File: src/rtl/br_resolve_ctrl_if.sv
// Branch-resolve channel between the EX stage, fetch, and the branch predictor.
// The pipeline side uses the master modport; br_resolve_ctrl uses the slave modport.
interface br_resolve_ctrl_if;
  logic        i_br_valid_e;
  logic        i_br_taken_e;
  logic        i_pred_taken_e;
  logic [31:0] i_pc_e;
  logic [31:0] i_target_e;
  logic [31:0] i_pred_target_e;
  logic        i_upd_ready;

  logic        o_stall;
  logic        o_flush;
  logic        o_redirect_valid;
  logic [31:0] o_redirect_pc;
  logic        o_upd_valid;
  logic [31:0] o_upd_pc;
  logic        o_upd_taken;
  logic [31:0] o_upd_target;
  logic [31:0] o_br_cnt;
  logic [31:0] o_mispred_cnt;

  modport master (
    output i_br_valid_e, i_br_taken_e, i_pred_taken_e, i_pc_e, i_target_e,
           i_pred_target_e, i_upd_ready,
    input  o_stall, o_flush, o_redirect_valid, o_redirect_pc, o_upd_valid,
           o_upd_pc, o_upd_taken, o_upd_target, o_br_cnt, o_mispred_cnt
  );

  modport slave (
    input  i_br_valid_e, i_br_taken_e, i_pred_taken_e, i_pc_e, i_target_e,
           i_pred_target_e, i_upd_ready,
    output o_stall, o_flush, o_redirect_valid, o_redirect_pc, o_upd_valid,
           o_upd_pc, o_upd_taken, o_upd_target, o_br_cnt, o_mispred_cnt
  );
endinterface

File: src/rtl/br_resolve_ctrl.sv
// EX-stage branch resolution: misprediction redirect/flush FSM plus a predictor-update FIFO.
// Optional performance counters are built when BR_PERF_CNT_EN is defined.
module br_resolve_ctrl #(
  parameter int DEPTH = 4
) (
  input  logic                     i_clk,
  input  logic                     i_rst,
  br_resolve_ctrl_if.slave         io_bus
);

  localparam int AW = (DEPTH > 1) ? $clog2(DEPTH) : 1;
  localparam int CW = $clog2(DEPTH + 1);

  typedef enum logic [1:0] {
    ST_IDLE   = 2'd0,
    ST_FLUSH1 = 2'd1,
    ST_FLUSH2 = 2'd2
  } state_t;

  typedef struct packed {
    logic [31:0] pc;
    logic        taken;
    logic [31:0] target;
  } upd_t;

  state_t         r_state;
  state_t         w_state_nxt;
  logic           w_flush;

  upd_t           r_queue [DEPTH];
  logic [AW-1:0]  r_wr_ptr;
  logic [AW-1:0]  r_rd_ptr;
  logic [CW-1:0]  r_count;

  logic           r_redirect_valid;
  logic [31:0]    r_redirect_pc;

  logic           w_empty;
  logic           w_full;
  logic           w_deq;
  logic           w_enq;
  logic           w_stall;
  logic           w_accept;
  logic           w_mispred;
  upd_t           w_head;

  // Queue status and the combinational hold request towards EX.
  assign w_empty = (r_count == '0);
  assign w_full  = (r_count == CW'(DEPTH));
  assign w_deq   = !w_empty && io_bus.i_upd_ready;
  assign w_stall = io_bus.i_br_valid_e && w_full && !w_deq;

  // Branches seen while flushing are wrong-path and never accepted.
  assign w_accept  = io_bus.i_br_valid_e && !w_stall && (r_state == ST_IDLE);
  assign w_mispred = w_accept &&
                     ((io_bus.i_br_taken_e != io_bus.i_pred_taken_e) ||
                      (io_bus.i_br_taken_e && (io_bus.i_target_e != io_bus.i_pred_target_e)));
  assign w_enq     = w_accept;

  always_ff @(posedge i_clk) begin
    if (i_rst) begin
      r_state <= ST_IDLE;
    end else begin
      r_state <= w_state_nxt;
    end
  end

  // NOTE: every always_comb output gets a default first so no path leaves it unassigned (no latch).
  always_comb begin
    w_state_nxt = r_state;
    w_flush     = 1'b0;
    unique case (r_state)
      ST_IDLE: begin
        if (w_mispred) w_state_nxt = ST_FLUSH1;
      end
      ST_FLUSH1: begin
        w_flush     = 1'b1;
        w_state_nxt = ST_FLUSH2;
      end
      ST_FLUSH2: begin
        w_flush     = 1'b1;
        w_state_nxt = ST_IDLE;
      end
      default: w_state_nxt = ST_IDLE;
    endcase
  end

  // NOTE: sequential state uses non-blocking assignments so all registers see pre-edge values.
  always_ff @(posedge i_clk) begin
    if (i_rst) begin
      r_redirect_valid <= 1'b0;
      r_redirect_pc    <= '0;
    end else begin
      r_redirect_valid <= w_mispred;
      if (w_mispred) begin
        r_redirect_pc <= io_bus.i_br_taken_e ? io_bus.i_target_e : (io_bus.i_pc_e + 32'd4);
      end
    end
  end

  always_ff @(posedge i_clk) begin
    if (i_rst) begin
      r_wr_ptr <= '0;
      r_rd_ptr <= '0;
      r_count  <= '0;
    end else begin
      if (w_enq) r_wr_ptr <= r_wr_ptr + AW'(1);
      if (w_deq) r_rd_ptr <= r_rd_ptr + AW'(1);
      unique case ({w_enq, w_deq})
        2'b10:   r_count <= r_count + CW'(1);
        2'b01:   r_count <= r_count - CW'(1);
        default: r_count <= r_count;
      endcase
    end
  end

  // NOTE: queue storage is not reset; entries are only observed while the occupancy count covers them.
  always_ff @(posedge i_clk) begin
    if (w_enq) begin
      r_queue[r_wr_ptr] <= '{pc:     io_bus.i_pc_e,
                             taken:  io_bus.i_br_taken_e,
                             target: io_bus.i_target_e};
    end
  end

  assign w_head = r_queue[r_rd_ptr];

`ifdef BR_PERF_CNT_EN
  logic [31:0] r_br_cnt;
  logic [31:0] r_mispred_cnt;

  // Saturating counters: hold at all-ones rather than wrap.
  always_ff @(posedge i_clk) begin
    if (i_rst) begin
      r_br_cnt      <= '0;
      r_mispred_cnt <= '0;
    end else begin
      if (w_accept && (r_br_cnt != 32'hFFFF_FFFF))       r_br_cnt      <= r_br_cnt + 32'd1;
      if (w_mispred && (r_mispred_cnt != 32'hFFFF_FFFF)) r_mispred_cnt <= r_mispred_cnt + 32'd1;
    end
  end

  assign io_bus.o_br_cnt      = r_br_cnt;
  assign io_bus.o_mispred_cnt = r_mispred_cnt;
`else
  assign io_bus.o_br_cnt      = '0;
  assign io_bus.o_mispred_cnt = '0;
`endif

  assign io_bus.o_stall          = w_stall;
  assign io_bus.o_flush          = w_flush;
  assign io_bus.o_redirect_valid = r_redirect_valid;
  assign io_bus.o_redirect_pc    = r_redirect_pc;
  assign io_bus.o_upd_valid      = !w_empty;
  assign io_bus.o_upd_pc         = w_head.pc;
  assign io_bus.o_upd_taken      = w_head.taken;
  assign io_bus.o_upd_target     = w_head.target;

endmodule

File: src/flat_wrapper.sv
// flat-port wrapper written by rule: the top's interface ports become plain ports
module br_resolve_ctrl_flat 
#(
  parameter int DEPTH = 4
)
  (i_clk, i_rst, io_bus_i_br_valid_e, io_bus_i_br_taken_e, io_bus_i_pred_taken_e, io_bus_i_pc_e, io_bus_i_target_e, io_bus_i_pred_target_e, io_bus_i_upd_ready, io_bus_o_stall, io_bus_o_flush, io_bus_o_redirect_valid, io_bus_o_redirect_pc, io_bus_o_upd_valid, io_bus_o_upd_pc, io_bus_o_upd_taken, io_bus_o_upd_target, io_bus_o_br_cnt, io_bus_o_mispred_cnt);
  br_resolve_ctrl_if io_bus_i ();
  input  logic i_clk;
  input  logic i_rst;
  input wire logic [$bits(io_bus_i.i_br_valid_e)-1:0] io_bus_i_br_valid_e;
  input wire logic [$bits(io_bus_i.i_br_taken_e)-1:0] io_bus_i_br_taken_e;
  input wire logic [$bits(io_bus_i.i_pred_taken_e)-1:0] io_bus_i_pred_taken_e;
  input wire logic [$bits(io_bus_i.i_pc_e)-1:0] io_bus_i_pc_e;
  input wire logic [$bits(io_bus_i.i_target_e)-1:0] io_bus_i_target_e;
  input wire logic [$bits(io_bus_i.i_pred_target_e)-1:0] io_bus_i_pred_target_e;
  input wire logic [$bits(io_bus_i.i_upd_ready)-1:0] io_bus_i_upd_ready;
  output wire logic [$bits(io_bus_i.o_stall)-1:0] io_bus_o_stall;
  output wire logic [$bits(io_bus_i.o_flush)-1:0] io_bus_o_flush;
  output wire logic [$bits(io_bus_i.o_redirect_valid)-1:0] io_bus_o_redirect_valid;
  output wire logic [$bits(io_bus_i.o_redirect_pc)-1:0] io_bus_o_redirect_pc;
  output wire logic [$bits(io_bus_i.o_upd_valid)-1:0] io_bus_o_upd_valid;
  output wire logic [$bits(io_bus_i.o_upd_pc)-1:0] io_bus_o_upd_pc;
  output wire logic [$bits(io_bus_i.o_upd_taken)-1:0] io_bus_o_upd_taken;
  output wire logic [$bits(io_bus_i.o_upd_target)-1:0] io_bus_o_upd_target;
  output wire logic [$bits(io_bus_i.o_br_cnt)-1:0] io_bus_o_br_cnt;
  output wire logic [$bits(io_bus_i.o_mispred_cnt)-1:0] io_bus_o_mispred_cnt;
  assign io_bus_i.i_br_valid_e = io_bus_i_br_valid_e;
  assign io_bus_i.i_br_taken_e = io_bus_i_br_taken_e;
  assign io_bus_i.i_pred_taken_e = io_bus_i_pred_taken_e;
  assign io_bus_i.i_pc_e = io_bus_i_pc_e;
  assign io_bus_i.i_target_e = io_bus_i_target_e;
  assign io_bus_i.i_pred_target_e = io_bus_i_pred_target_e;
  assign io_bus_i.i_upd_ready = io_bus_i_upd_ready;
  assign io_bus_o_stall = io_bus_i.o_stall;
  assign io_bus_o_flush = io_bus_i.o_flush;
  assign io_bus_o_redirect_valid = io_bus_i.o_redirect_valid;
  assign io_bus_o_redirect_pc = io_bus_i.o_redirect_pc;
  assign io_bus_o_upd_valid = io_bus_i.o_upd_valid;
  assign io_bus_o_upd_pc = io_bus_i.o_upd_pc;
  assign io_bus_o_upd_taken = io_bus_i.o_upd_taken;
  assign io_bus_o_upd_target = io_bus_i.o_upd_target;
  assign io_bus_o_br_cnt = io_bus_i.o_br_cnt;
  assign io_bus_o_mispred_cnt = io_bus_i.o_mispred_cnt;
  br_resolve_ctrl #(.DEPTH(DEPTH)) u_core (.i_clk(i_clk), .i_rst(i_rst), .io_bus(io_bus_i));
endmodule
File: config.mk
export PLATFORM = sky130hd
export DESIGN_NAME = br_resolve_ctrl_flat
export DESIGN_NICKNAME = d
export VERILOG_FILES = /design/src/rtl/br_resolve_ctrl_if.sv /design/src/rtl/br_resolve_ctrl.sv /design/src/flat_wrapper.sv
export SDC_FILE = /design/constraint.sdc
export NUM_CORES = 1
export LEC_CHECK = 0
export BUFFER_PORTS_ARGS = -buffer_cell sky130_fd_sc_hd__buf_2
export CAP_MARGIN = 20
export CORE_UTILIZATION = 45
export DETAILED_ROUTE_END_ITERATION = 6
export PLACE_DENSITY = 0.77
export SLEW_MARGIN = 20
export SYNTH_ARGS = -nofsm -noshare
export SYNTH_HDL_FRONTEND = slang
export SYNTH_SLANG_ARGS = --single-unit
File: constraint.sdc
create_clock -name i_clk -period 7 [get_ports i_clk]
set_clock_uncertainty 0.2 [all_clocks]
set_input_delay 0.7 -clock i_clk [delete_from_list [all_inputs] [get_ports i_clk]]
set_output_delay 0.7 -clock i_clk [all_outputs]
set_load 0.02 [all_outputs]
Word level (Yosys, flattened, before mapping) --
Memories as Yosys holds them, arrays and structs flattened. A register that Yosys moved wholly into a read port is not among the register bits. Index checks and enable logic that the tools add are counted.
Storage, ports and cells: bits in registers 42, latch bits 0, memory bits (writable) 260, bits in read-only memories 0, input port bits 102, output and inout port bits 165, word-level logic and storage cells 44, memories kept 1
Cells by class: add/sub/neg operators 5, multiply operators 0, div/mod/pow operators 0, order comparisons 0, equality and inequality tests 8, shift-type cells 0, muxes and demuxes 9, bitwise gates (word level) 0, reduce and logical (&&, ||, !) cells 15
Memory list:
- u_core.r_queue | depth 4, width 65, rd ports 1, clocked after memory_dff 1, wr ports 1, RTL line br_resolve_ctrl.sv:30 | upd_t r_queue [DEPTH];
Operators by type and width (count):
- $add 32x3->32 const B | 1
- $mux 32 | 1
- $ne 32x32->1 | 1
- $logic_and 1x1->1 | 7
- $mux 2 | 3
- $pmux 3 s2 | 1
- $add 2x1->2 const B | 2
- $eq 2x1->1 const B | 2
- $eq 2x2->1 const B | 2
- $pmux 2 s2 | 1
- $add 3x1->3 const B | 1
- $eq 3x3->1 const B | 1
- $logic_not 1->1 | 3
- $logic_not 3->1 | 1
- $mux 1 | 3
- $sub 3x1->3 const B | 1
- $logic_not 2->1 | 1
- $ne 2x1->1 const B | 1
- $reduce_bool 2->1 | 1
- $reduce_or 2->1 | 1
- $logic_or 1x1->1 | 1
- $ne 1x1->1 | 1

Logic depth before layout (Yosys ltp) --
Gate-level depths: netlist of the first run.
word-level depth 11, mapped depth 11, mapped depth without buffers 10

Worst setup path before layout of the first run --
OpenSTA, ideal clock, no wires.
kind input to register, start point input io_bus_i_upd_ready, end point memory u_core.r_queue[0][0] in the netlist's numbering, enable pin, setup time 430 ps, arrival 2665 ps, required time 6370 ps, path slack 3705 ps, stages 4, path buffers 1, path through or4b_1 and3_1 buf_2 and2_1
On the way: word-level cells in the longest chain between the ends 8
RTL lines:
- start: declaration | RTL line flat_wrapper.sv:16 | input wire logic [$bits(io_bus_i.i_upd_ready)-1:0] io_bus_i_upd_ready;
- $logic_and 1x1->1 | RTL line br_resolve_ctrl.sv:50 | assign w_deq = !w_empty && io_bus.i_upd_ready;
- $logic_not 1->1 | RTL line br_resolve_ctrl.sv:51 | assign w_stall = io_bus.i_br_valid_e && w_full && !w_deq;
- $logic_and 1x1->1 | RTL line br_resolve_ctrl.sv:51
- $logic_not 1->1 | RTL line br_resolve_ctrl.sv:54 | assign w_accept = io_bus.i_br_valid_e && !w_stall && (r_state == ST_IDLE);
- $logic_and 1x1->1 (2 in series) | RTL line br_resolve_ctrl.sv:54
- $mux 1 | RTL line br_resolve_ctrl.sv:119 | if (w_enq) begin
- $mux 1 (not written as such) | RTL line br_resolve_ctrl.sv:120 | r_queue[r_wr_ptr] <= '{pc: io_bus.i_pc_e,
- end: declaration | RTL line br_resolve_ctrl.sv:30
Every way passes these cells.

==> impl_results.md, run 1 <==
- Fmax: about 270 MHz
- Worst IR Drop VDD: around 380 uV
- RSZ-0062 raised after global routing: no
- Ys async rst share: 0
- Pwr/cell area: 371 nW/um^2
- Share of layout cells above drive strength 1: 0.314
- Io pins: between 200 and 300
- Crit path arrival time: around 2.8 ns
- Tmin final: 3.70 ns
- Distinct cells, synth: between 40 and 50
- Final setup viols: 0
- Period Utilization, post-route: 0.528
- WL final: 31,200 um
- Congestion Overflow GR: 0
- Core Region: 28,200 um^2
- TritonCTS Sinks: 304
- Initial core utilization: 0.464
- Least-Margin Pin Slew: ~1.1 ns
- Fillers: 2,332
- Outcome: finished clean
- Synth-to-layout area growth: 16.6%
- Initial antenna violation count: 0
- Antenna Violating Nets Remaining: 0
- WL/cell: approximately 22 um
- Critical path class: reg -> out
- Leakage power: between 5 and 6 nW
- Die area: 29,700 um^2
- HPWL after DPL: between 20,000 and 25,000 um
- GP Congestion: around 0.8
- Post-CTS sizing: 0
- Relative slew slack: 0.300
- Vias per cell: between 5 and 6
- CTS max path bufs: 3
- Die Wd: between 150 and 200 um
- Post-synth EDFFs: 260
- Crit. End Element: primary output
- Final Hold Violating Endpoints: 0
- HP Class: in -> reg
- Initial DRT Pass Iterations: 5
- Cell Rows: a little over 60
- Seq/Total Area, Yosys: 0.665
- Worst-path maximum fanout: 39
- Storage cell area: between 8000 and 9000 um^2
- Reg clk slew, reported paths: 0.06 ns
- Post-Synthesis Cells: 822
- Setup total negative slack: 0 ns
- All-layer global routing usage: 0.209
- Final layout net count: between 1k and 1.5k
- Vias in the first global route: roughly 7.4k
- Setup crit start kind: flip-flop
- Max_cap viols: 0
- Synthesized area per cell: approximately 16 um^2
- Clk root buf: clkbuf_16
- Ys Warns: 0
- Die Height: 172 um
- Worst skew pair latency: 0.55 ns
- Total power: ~5.6 mW
- DR DRC count: 0
- Synthesis-stage register bit count: 304
- Worst EP required: between 6 and 7 ns
- First-pass GRT wire length: 45,100 um
- Cts hold-fix bufs: 0
- Largest net degree at the start of global routing: just under 70
- Post-CTS Setup Bufs: 0
- Multi-input gate area: approximately 3900 um^2
- Final slew viol count: 0
- Number of port buffers: roughly 200
- Post-synth top flop: edfxtp_1
- Vias: around 7.7k
- CTS tree: done
- Mapped Area: 13,100 um^2
- H-tree level count: 1
- TritonCTS buffer count: 31
- Iteration-0 DRC Markers: a little over 600
-- state kept, by name (all words and copies together) (netlist names), named ones only --
| signal | cells |
|---|---|
| u_core.r_state | 2 |
| u_core.io_bus.o_redirect_pc | 32 |
| u_core.r_wr_ptr | 2 |
| u_core.io_bus.o_redirect_valid | 1 |
| u_core.r_count | 3 |
| u_core.r_rd_ptr | 2 |
| u_core.r_queue | 260 |
-- layer usage --
metal	GRT usage	wire (um)	vias to the layer above
met3	0.0485	2200	54
met1	0.279	13200	3906
li1	-	-	3444
met4	0.0666	900	0
met2	0.338	14900	307
met5	0	0	-
-- report_power, final --
group	switching [mW]	total [mW]	internal, mW	leakage (nW)
Clock	0.663	1.65	0.990	0.502
Sequential	0.150	2.44	2.29	2.73
Combinational	0.947	1.55	0.605	2.15
Total	1.76	5.65	3.89	5.38
-- worst max-delay path, cell delays in order (launching register included) --
cell and delay [ns]:
dfxtp_4 0.85, buf_4 0.59, mux4_2 0.60, buf_2 0.18
-- placed cells by master, fill, tap and decap left out, types with 7 or more instances in the layout --
master / synthesis / layout
conb_1: 1 / 64
nor2_1: 26 / 25
buf_2: 10 / 201
nand4_1: 17 / 17
o2111ai_1: 14 / 14
xor2_1: 20 / 20
mux4_2: 65 / 65
a21oi_1: 25 / 25
ha_1: 9 / 9
dfxtp_1: 44 / 42
nand2b_1: 32 / 32
inv_1: 27 / 27
nand2_1: 17 / 17
nor3_1: 10 / 10
xnor2_1: 30 / 30
clkbuf_1: 22 / 8
nand3_1: 18 / 18
o21ai_0: 33 / 33
clkbuf_16: 0 / 31
edfxtp_1: 260 / 260
a211oi_1: 10 / 10
mux2i_1: 10 / 10
nor2b_1: 7 / 7
-- layout make-up --
class	instances	area share
diodes	2	0.000329
multi-input cells	450	0.254
inverters	28	0.00691
repair buffers	207	0.0691
clock buffers	42	0.0557
well taps	378	0.0311
flip-flops and latches	304	0.571
clock inverters	16	0.0118
-- per-stage QoR --
step	area [um^2]	util	worst slack (ns)	hold WS, ns	cells
floorplan	13300	-	3.71	0.249	885
global placement	14200	0.504	3.74	0.256	1367
detailed placement	14200	0.504	3.73	0.258	1367
CTS	15200	0.540	3.13	0.169	1425
global route	15200	0.540	3.05	0.181	1425
finish	15200	0.540	3.30	0.193	1427
-- path summary, 6_finish.rpt --
kind	from	endpoint	cells after the start	slack (ns)
worst min register to register	u_core.io_bus.o_redirect_pc[6]$_SDFFE_PP0P_	u_core.io_bus.o_redirect_pc[6]$_SDFFE_PP0P_	2	0.27
worst min-delay path	io_bus_i_pc_e[0]	u_core.r_queue[0][33]$_DFFE_PP_	1	0.19
worst max register to register	u_core.r_count[0]$_SDFFE_PP0P_	u_core.r_count[2]$_SDFFE_PP0P_	9	4.18
worst max-delay path	flip-flop	io_bus_o_upd_target[21]	3	3.30
-- cells in the mapped netlist, types with 3 or more instances --
library cell	n	area (um^2)
nand4_1	17	106
nor4_1	5	31.3
xnor2_1	30	263
ha_1	9	113
edfxtp_1	260	7810
nor2b_1	7	43.8
nand2_1	17	63.8
nand2b_1	32	200
a211oi_1	10	75.1
dfxtp_1	44	881
a21oi_1	25	125
a311oi_1	3	26.3
buf_2	10	50.1
nand3_1	18	90.1
o21ai_0	33	165
buf_4	65	488
xor2_1	20	175
buf_1	5	18.8
and2_1	5	31.3
nor3_1	10	50.1
nor2_1	26	97.6
o2111ai_1	14	123
inv_1	27	101
mux2i_1	10	100
and4_1	5	43.8
clkbuf_1	22	82.6
or3_1	6	37.5
mux4_2	65	1460
-- cells by family after synthesis --
kind of cell / Yosys count / synth area share
muxes: 75 / 0.120
DFF: 304 / 0.665
buffers and inverters: 131 / 0.0579
xor gates and xnor gates: 50 / 0.0335
and+or+nand+nor: 156 / 0.0668
adders and majority gates: 10 / 0.0102
other: 1 / 0.000287
AOI/OAI and AO/OA: 95 / 0.0461
Note: power is estimated with default switching activity, not from simulation.
==> run 2: changes to the inputs <==
--- a/config.mk
+++ b/config.mk
@@ -5,11 +5,12 @@
 export SDC_FILE = /design/constraint.sdc
 export NUM_CORES = 1
 export LEC_CHECK = 0
+export ABC_AREA = 1
 export BUFFER_PORTS_ARGS = -buffer_cell sky130_fd_sc_hd__buf_2
 export CAP_MARGIN = 20
 export CORE_UTILIZATION = 45
 export DETAILED_ROUTE_END_ITERATION = 6
-export PLACE_DENSITY = 0.77
+export PLACE_DENSITY = 0.76
 export SLEW_MARGIN = 20
 export SYNTH_ARGS = -nofsm -noshare
 export SYNTH_HDL_FRONTEND = slang
==> constraint.sdc (replaced) <==
create_clock -name i_clk -period 3.5 [get_ports i_clk]
set_clock_uncertainty 0.2 [all_clocks]
set_input_delay 0.35 -clock i_clk [delete_from_list [all_inputs] [get_ports i_clk]]
set_output_delay 0.35 -clock i_clk [all_outputs]
set_load 0.02 [all_outputs]
==> run 2 against run 1 <==
Effect of this change:
- cell count grew 39%
- global-route usage increased by 2.1 points
- largest cell class unchanged
- critical path type is now in -> reg
- sequential cell count did not move
- total power increased by 97%
- hold slack worse by 0.17 ns
- sequential share of layout area is 4.1 points lower
- synthesized cell count increased by 61%
- critical path depth rose by 12
- largest power group unchanged
- die area is 4.3% higher
- sequential power rose by 93%
==> impl_results.md, run 2 <==
- Most common cell in the netlist: edfxtp_1
- Post-synth top cells: edfxtp_1 (260), nor2_1 (245), nand2_1 (218), o21ai_0 (172), inv_1 (86)
- Cell Rows: 63
- Worst-path maximum fanout: slightly below 50
- Post-Synthesis Cells: roughly 1.3k
- Final Hold Violating Endpoints: 0
- Final slew viol count: 0
- Io pins: approximately 270
- Synthesis-stage register bit count: just over 300
- Antenna Violating Nets Remaining: 0
- Die Height: roughly 180 um
- Reg2Reg Depth: 12
- Least-Margin Pin Slew: just over 0.9 ns
- Cts hold-fix bufs: 65
- Setup crit start kind: input pin
- Die area: a little over 30,000 um^2
- Start point of the critical path: io_bus_i_target_e[13]
- WL final: around 36,000 um
- Period Utilization, post-route: 0.763
- Crit path arrival time: 2.90 ns
- Top reg by flops: u_core.r_queue
- Total power: ~11 mW
- Critical path class: in -> reg
- Multi-input gate area: between 4000 and 5000 um^2
- Max_cap viols: 0
- Seq/Total Area, Yosys: 0.638
- Worst EP required: 3.73 ns
- Share of layout cells above drive strength 1: 0.179
- FF-to-FF setup slack: around 1.1 ns
- Synth top area cells: edfxtp_1 (57%), nor2_1 (6.7%), dfxtp_1 (6.5%)
- RSZ-0062 raised after global routing: no
- End of the worst register-to-register path: u_core.r_count[2]$_SDFFE_PP0P_
- CTS tree: done
- CTS max path bufs: 3
- Worst skew pair latency: between 0.5 and 0.6 ns
- HP Class: in -> reg
- Initial DRT Pass Iterations: 5
- Fmax: between 300 and 400 MHz
- All-layer global routing usage: 0.230
- Mapped Area: between 10,000 and 15,000 um^2
- Clk root buf: clkbuf_16
- Largest net degree at the start of global routing: between 100 and 150
- Vias per cell: 5.17
- Post-CTS sizing: 0
- Worst IR Drop VDD: 379 uV
- ANT cells: 0
- Synth top area share: 0.573
- Congestion Overflow GR: 0
- Vias in the first global route: just under 10k
- First-pass GRT wire length: roughly 54,000 um
- Crit. End Element: flip-flop
- TritonCTS Sinks: ~300
- HPWL after DPL: between 20,000 and 25,000 um
- Initial antenna violation count: 0
- Synthesized area per cell: between 10 and 15 um^2
- Commonest non-fill, non-tap cells in the layout: edfxtp_1 (260), nor2_1 (241), nand2_1 (218), buf_2 (202), o21ai_0 (172)
- Post-Layout Cell Count: roughly 2.0k
- Ys Warns: 0
- Outcome: finished clean
- Post-synth EDFFs: 260
- Cell taking the most area after synthesis: edfxtp_1
- Hold Crit Start: io_bus_i_upd_ready
- Synth-to-layout area growth: 20.3%
- Worst R2R Start: u_core.r_count[1]$_SDFFE_PP0P_
- Setup total negative slack: 0 ns
- WL/cell: 18.1 um
- Max reg flops: 260
- Ys async rst share: 0
- Hold path depth: 4
- Storage cell area: ~8700 um^2
- Die Wd: between 150 and 200 um
- Placed Instances: 1,871
- DR DRC count: 0
- Pwr/cell area: between 600 and 700 nW/um^2
- Reg clk slew, reported paths: roughly 0.06 ns
- Iteration-0 DRC Markers: around 880
- Tmin final: approximately 2.7 ns
- TritonCTS buffer count: 29
- Fillers: 2,528
- Final layout net count: around 1.7k
- Leakage power: around 6.5 nW
- Final setup viols: 0
- Core Region: 29,700 um^2
- Number of port buffers: just over 200
- Commonest non-fill, non-tap cell in the layout: edfxtp_1
- Relative slew slack: 0.380
- Post-synth top flop: edfxtp_1
- Vias: between 10k and 15k
- Post-CTS Setup Bufs: 0
- Distinct cells, synth: 36
- GP Congestion: slightly below 0.9
- Initial core utilization: 0.458
- H-tree level count: 1
run 2: cell count changes after synthesis, sizes merged, moves of 10 or more:
cell     delta
nor2      +224
nand2     +204
o21ai     +142
mux4       -65
o22ai      +63
inv        +59
nand2b     -32
clkbuf     +25
o2111ai    -14
xnor2      -14
xor2       -12
nand4      -11
a211oi     -10
mux2i      -10
run 2: layer usage:
metal / track usage / vias up / routed length, um
met1: 0.309 / 4909 / 16000
met4: 0.0837 / 0 / 964
met5: 0 / - / 0
met2: 0.378 / 414 / 17000
met3: 0.0336 / 63 / 2170
li1: - / 4905 / -
run 2: through the flow:
step	worst slack, ns	area [um^2]	hold slack (ns)	utilization
final	0.829	16400	0.0253	0.551
after global placement	0.914	14800	0.251	0.499
after detailed placement	0.880	14800	0.260	0.499
after CTS	0.841	16400	0.00823	0.551
after global routing	0.655	16400	0.0354	0.551
after floorplan	-0.790	13900	0.236	-
run 2: layout make-up:
cell class / count / area share
inverter: 87 / 0.0200
sequential: 304 / 0.530
multi-input combinational: 876 / 0.252
tap: 390 / 0.0298
clock inverter: 14 / 0.00748
timing repair buffer: 279 / 0.111
clock buffer: 39 / 0.0484
run 2: critical path, stage by stage:
cell	delay, ns
dlygate4sd3_1	0.53
buf_2	0.14
inv_1	0.10
nand2_1	0.07
nand2_1	0.05
inv_1	0.05
nand2_1	0.10
nor2_1	0.14
nand2_1	0.08
nor2_2	0.24
nand3_4	0.18
nand2_4	0.43
inv_2	0.21
nor2_1	0.14
nor2_1	0.06
run 2: cells by family after synthesis:
| family | Yosys count | synth area share |
|---|---|---|
| compound gates | 262 | 0.105 |
| xor+xnor | 24 | 0.0154 |
| fa+ha+maj | 10 | 0.00973 |
| buf+inv | 210 | 0.0782 |
| flops | 304 | 0.638 |
| other cells | 1 | 0.000275 |
| simple gates | 516 | 0.154 |
run 2: power by group:
group | internal (mW) | switching, mW
sequential | 4.52 | 0.188
combinational | 0.985 | 2.37
clock | 1.73 | 1.30
run 2: worst max path at each step:
stage,endpoint,cells after the start
floorplan,u_core.r_queue[0][0]$_DFFE_PP_,6
global placement,u_core.io_bus.o_redirect_pc[14]$_SDFFE_PP0P_,14
detailed placement,u_core.io_bus.o_redirect_pc[6]$_SDFFE_PP0P_,14
CTS,io_bus_o_upd_pc[18],5
global route,u_core.io_bus.o_redirect_pc[0]$_SDFFE_PP0P_,15
finish,u_core.io_bus.o_redirect_pc[6]$_SDFFE_PP0P_,15
==> run 3: changes to the inputs <==
--- a/config.mk
+++ b/config.mk
@@ -10,7 +10,7 @@
 export CAP_MARGIN = 20
 export CORE_UTILIZATION = 45
 export DETAILED_ROUTE_END_ITERATION = 6
-export PLACE_DENSITY = 0.76
+export PLACE_DENSITY = 0.79
 export SLEW_MARGIN = 20
 export SYNTH_ARGS = -nofsm -noshare
 export SYNTH_HDL_FRONTEND = slang
==> constraint.sdc (replaced) <==
create_clock -name i_clk -period 2.15 [get_ports i_clk]
set_clock_uncertainty 0.2 [all_clocks]
set_input_delay 0.215 -clock i_clk [delete_from_list [all_inputs] [get_ports i_clk]]
set_output_delay 0.215 -clock i_clk [all_outputs]
set_load 0.02 [all_outputs]
==> run 3 against run 2 <==
Effect of this change:
- the flow now finishes with violations (setup timing)
- combinational power grew to 2.7 times the previous value
- count of clock-buffer cells in the layout shrank 5
- routed wire length grew 25%
- core utilization grew 8.5 points
- sequential cell count is the same
- sequential power grew 65%
- non-clock buffer count grew 60
- largest power group is now combinational cells
- cell count grew 3.3%
- sequential share of layout area shrank 7.0 points
- clock power grew 77%
==> impl_results.md, run 3 (synthesis gave the netlist of run 2 again) <==
- TritonCTS Sinks: 304
- Vias per cell: between 5 and 6
- Top cell by count, worst path: buf_12
- Commonest non-fill, non-tap cells in the layout: edfxtp_1 (260), nand2_1 (215), nor2_1 (194), buf_2 (137), inv_1 (82)
- Vias: approximately 11k
- CTS max path bufs: 3
- GP Congestion: roughly 0.87
- Synth-to-layout area growth: 38.8%
- Commonest non-fill, non-tap cell in the layout: edfxtp_1
- Initial antenna violation count: 2
- H-tree level count: 1
- Worst EP required: approximately 1.7 ns
- Pwr/cell area: about 1200 nW/um^2
- Initial core utilization: 0.458
- Largest net degree at the start of global routing: 46
- WL final: about 45,000 um
- DR DRC count: 0
- CTS tree: done
- Die Wd: about 180 um
- Die Height: 176 um
- Share of layout cells above drive strength 1: 0.316
- Leakage power: ~7.4 nW
- Reg clk slew, reported paths: ~0.06 ns
- Vias in the first global route: between 10k and 15k
- HPWL after DPL: approximately 24,000 um
- Max_cap viols: 0
- Iteration-0 DRC Markers: 1,002
- Slowest-stage cell, CP: dfxtp_4
- Critical path class: reg -> out
- HP Class: in -> reg
- Top reg by flops: u_core.r_queue
- Fillers: around 2.2k
- Critical Path Max Stage Delay: around 0.36 ns
- Antenna Violating Nets Remaining: 0
- Period Utilization, post-route: 1.10
- Number of port buffers: a little over 200
- Congestion Overflow GR: 0
- Max reg flops: 260
- Post-route setup slack: -0.205 ns
- Area after DPL: 15,100 um^2
- Crit path arrival time: roughly 1.9 ns
- Multi-input gate area: between 5000 and 6000 um^2
- CP Cell Sequence: buf_12 -> clkinv_16 -> buf_16 -> buf_12 -> nor2_1 -> o22ai_1 -> buf_4
- Storage cell area: a little under 9000 um^2
- Final setup viols: 64
- Placed Instances: between 1.5k and 2k
- Setup crit start kind: flip-flop
- Setup WS pre-CTS: -0.0427 ns
- Final core utilization: 0.636
- Clk root buf: clkbuf_16
- Post-Layout Cell Count: about 2k
- Final slew viol count: 0
- Io pins: between 200 and 300
- First-pass GRT wire length: around 63,000 um
- Fmax: approximately 420 MHz
- Failing checks: setup timing
- Outcome: finished with violations
- Cell Rows: 63
- Worst skew pair latency: around 0.56 ns
- All-layer global routing usage: 0.279
- WL/cell: roughly 22 um
- Final Hold Violating Endpoints: 0
- Tmin final: between 2 and 2.5 ns
- Worst IR Drop VDD: about 750 uV
- Worst-path maximum fanout: 15
- TritonCTS buffer count: 30
- Initial DRT Pass Iterations: 5
- Core Region: just under 30,000 um^2
- RSZ-0062 raised after global routing: yes
- Final layout net count: 1,751
- Die area: slightly above 30,000 um^2
- Design area: roughly 19,000 um^2
- Crit. End Element: primary output
-- run 3: layout make-up --
class | count | area share
multi-input cells | 876 | 0.265
clock inverters | 21 | 0.0112
diodes | 2 | 0.000265
inverters | 87 | 0.0191
repair inverters | 1 | 0.000860
repair buffers | 339 | 0.176
well taps | 390 | 0.0258
flip-flops and latches | 304 | 0.460
clock buffers | 34 | 0.0416
-- run 3: path summary, 6_finish.rpt --
| path | start | endpoint | slack [ns] | cells past startpoint |
|---|---|---|---|---|
| max | flip-flop | io_bus_o_upd_pc[19] | -0.20 | 7 |
| max reg2reg | u_core.r_count[0]$_SDFFE_PP0P_ | u_core.r_count[2]$_SDFFE_PP0P_ | 0.04 | 11 |
| min reg2reg | u_core.io_bus.o_redirect_pc[31]$_SDFFE_PP0P_ | u_core.io_bus.o_redirect_pc[31]$_SDFFE_PP0P_ | 0.27 | 2 |
| min | io_bus_i_br_taken_e | u_core.r_queue[2][32]$_DFFE_PP_ | 0.08 | 2 |
-- run 3: timing repair --
action / 4_1_cts / 5_1_grt
setup buffers: 12 / 2
pin swaps: 62 / 55
endpoints found under the hold margin: 290 / 0
hold buffers: 67 / 0
gates cloned: 21 / 3
resized for setup: 313 / 152
setup endpoints to repair: 66 / 99
-- run 3: metal layers --
metal  track usage  vias to the layer above  share of wire
li1              -                     5054              -
met1         0.363                     5444           0.38
met2         0.457                      689           0.48
met3        0.0435                      142          0.093
met4         0.131                        0          0.049
met5             0                        -              0
-- run 3: metrics by stage --
| stage | hold WS, ns | TNS, ns | total power [mW] |
|---|---|---|---|
| final | 0.0797 | -4.25 | 22.2 |
| after floorplan | 0.114 | -79.51 | 11.4 |
| after detailed placement | 0.247 | -0.0702 | 13.5 |
| after global placement | 0.247 | -0.0175 | 13.3 |
| after global routing | 0.0865 | -6.81 | 22.9 |
| after CTS | 0.0716 | -4.65 | 21.4 |
-- run 3: critical path: cells and delay by family (launching register included) --
kind	cells	cell delay, ns
AOI/OAI and AO/OA	1	0.25
DFF	1	0.36
and+or+nand+nor	1	0.06
buffers and inverters	5	0.71
-- run 3: report_power, final --
| group | total, mW | internal (mW) | switching [mW] | leakage, nW |
|---|---|---|---|---|
| Combinational | 9.02 | 3.73 | 5.29 | 4.17 |
| Clock | 5.36 | 3.10 | 2.27 | 0.491 |
| Sequential | 7.77 | 7.37 | 0.395 | 2.73 |
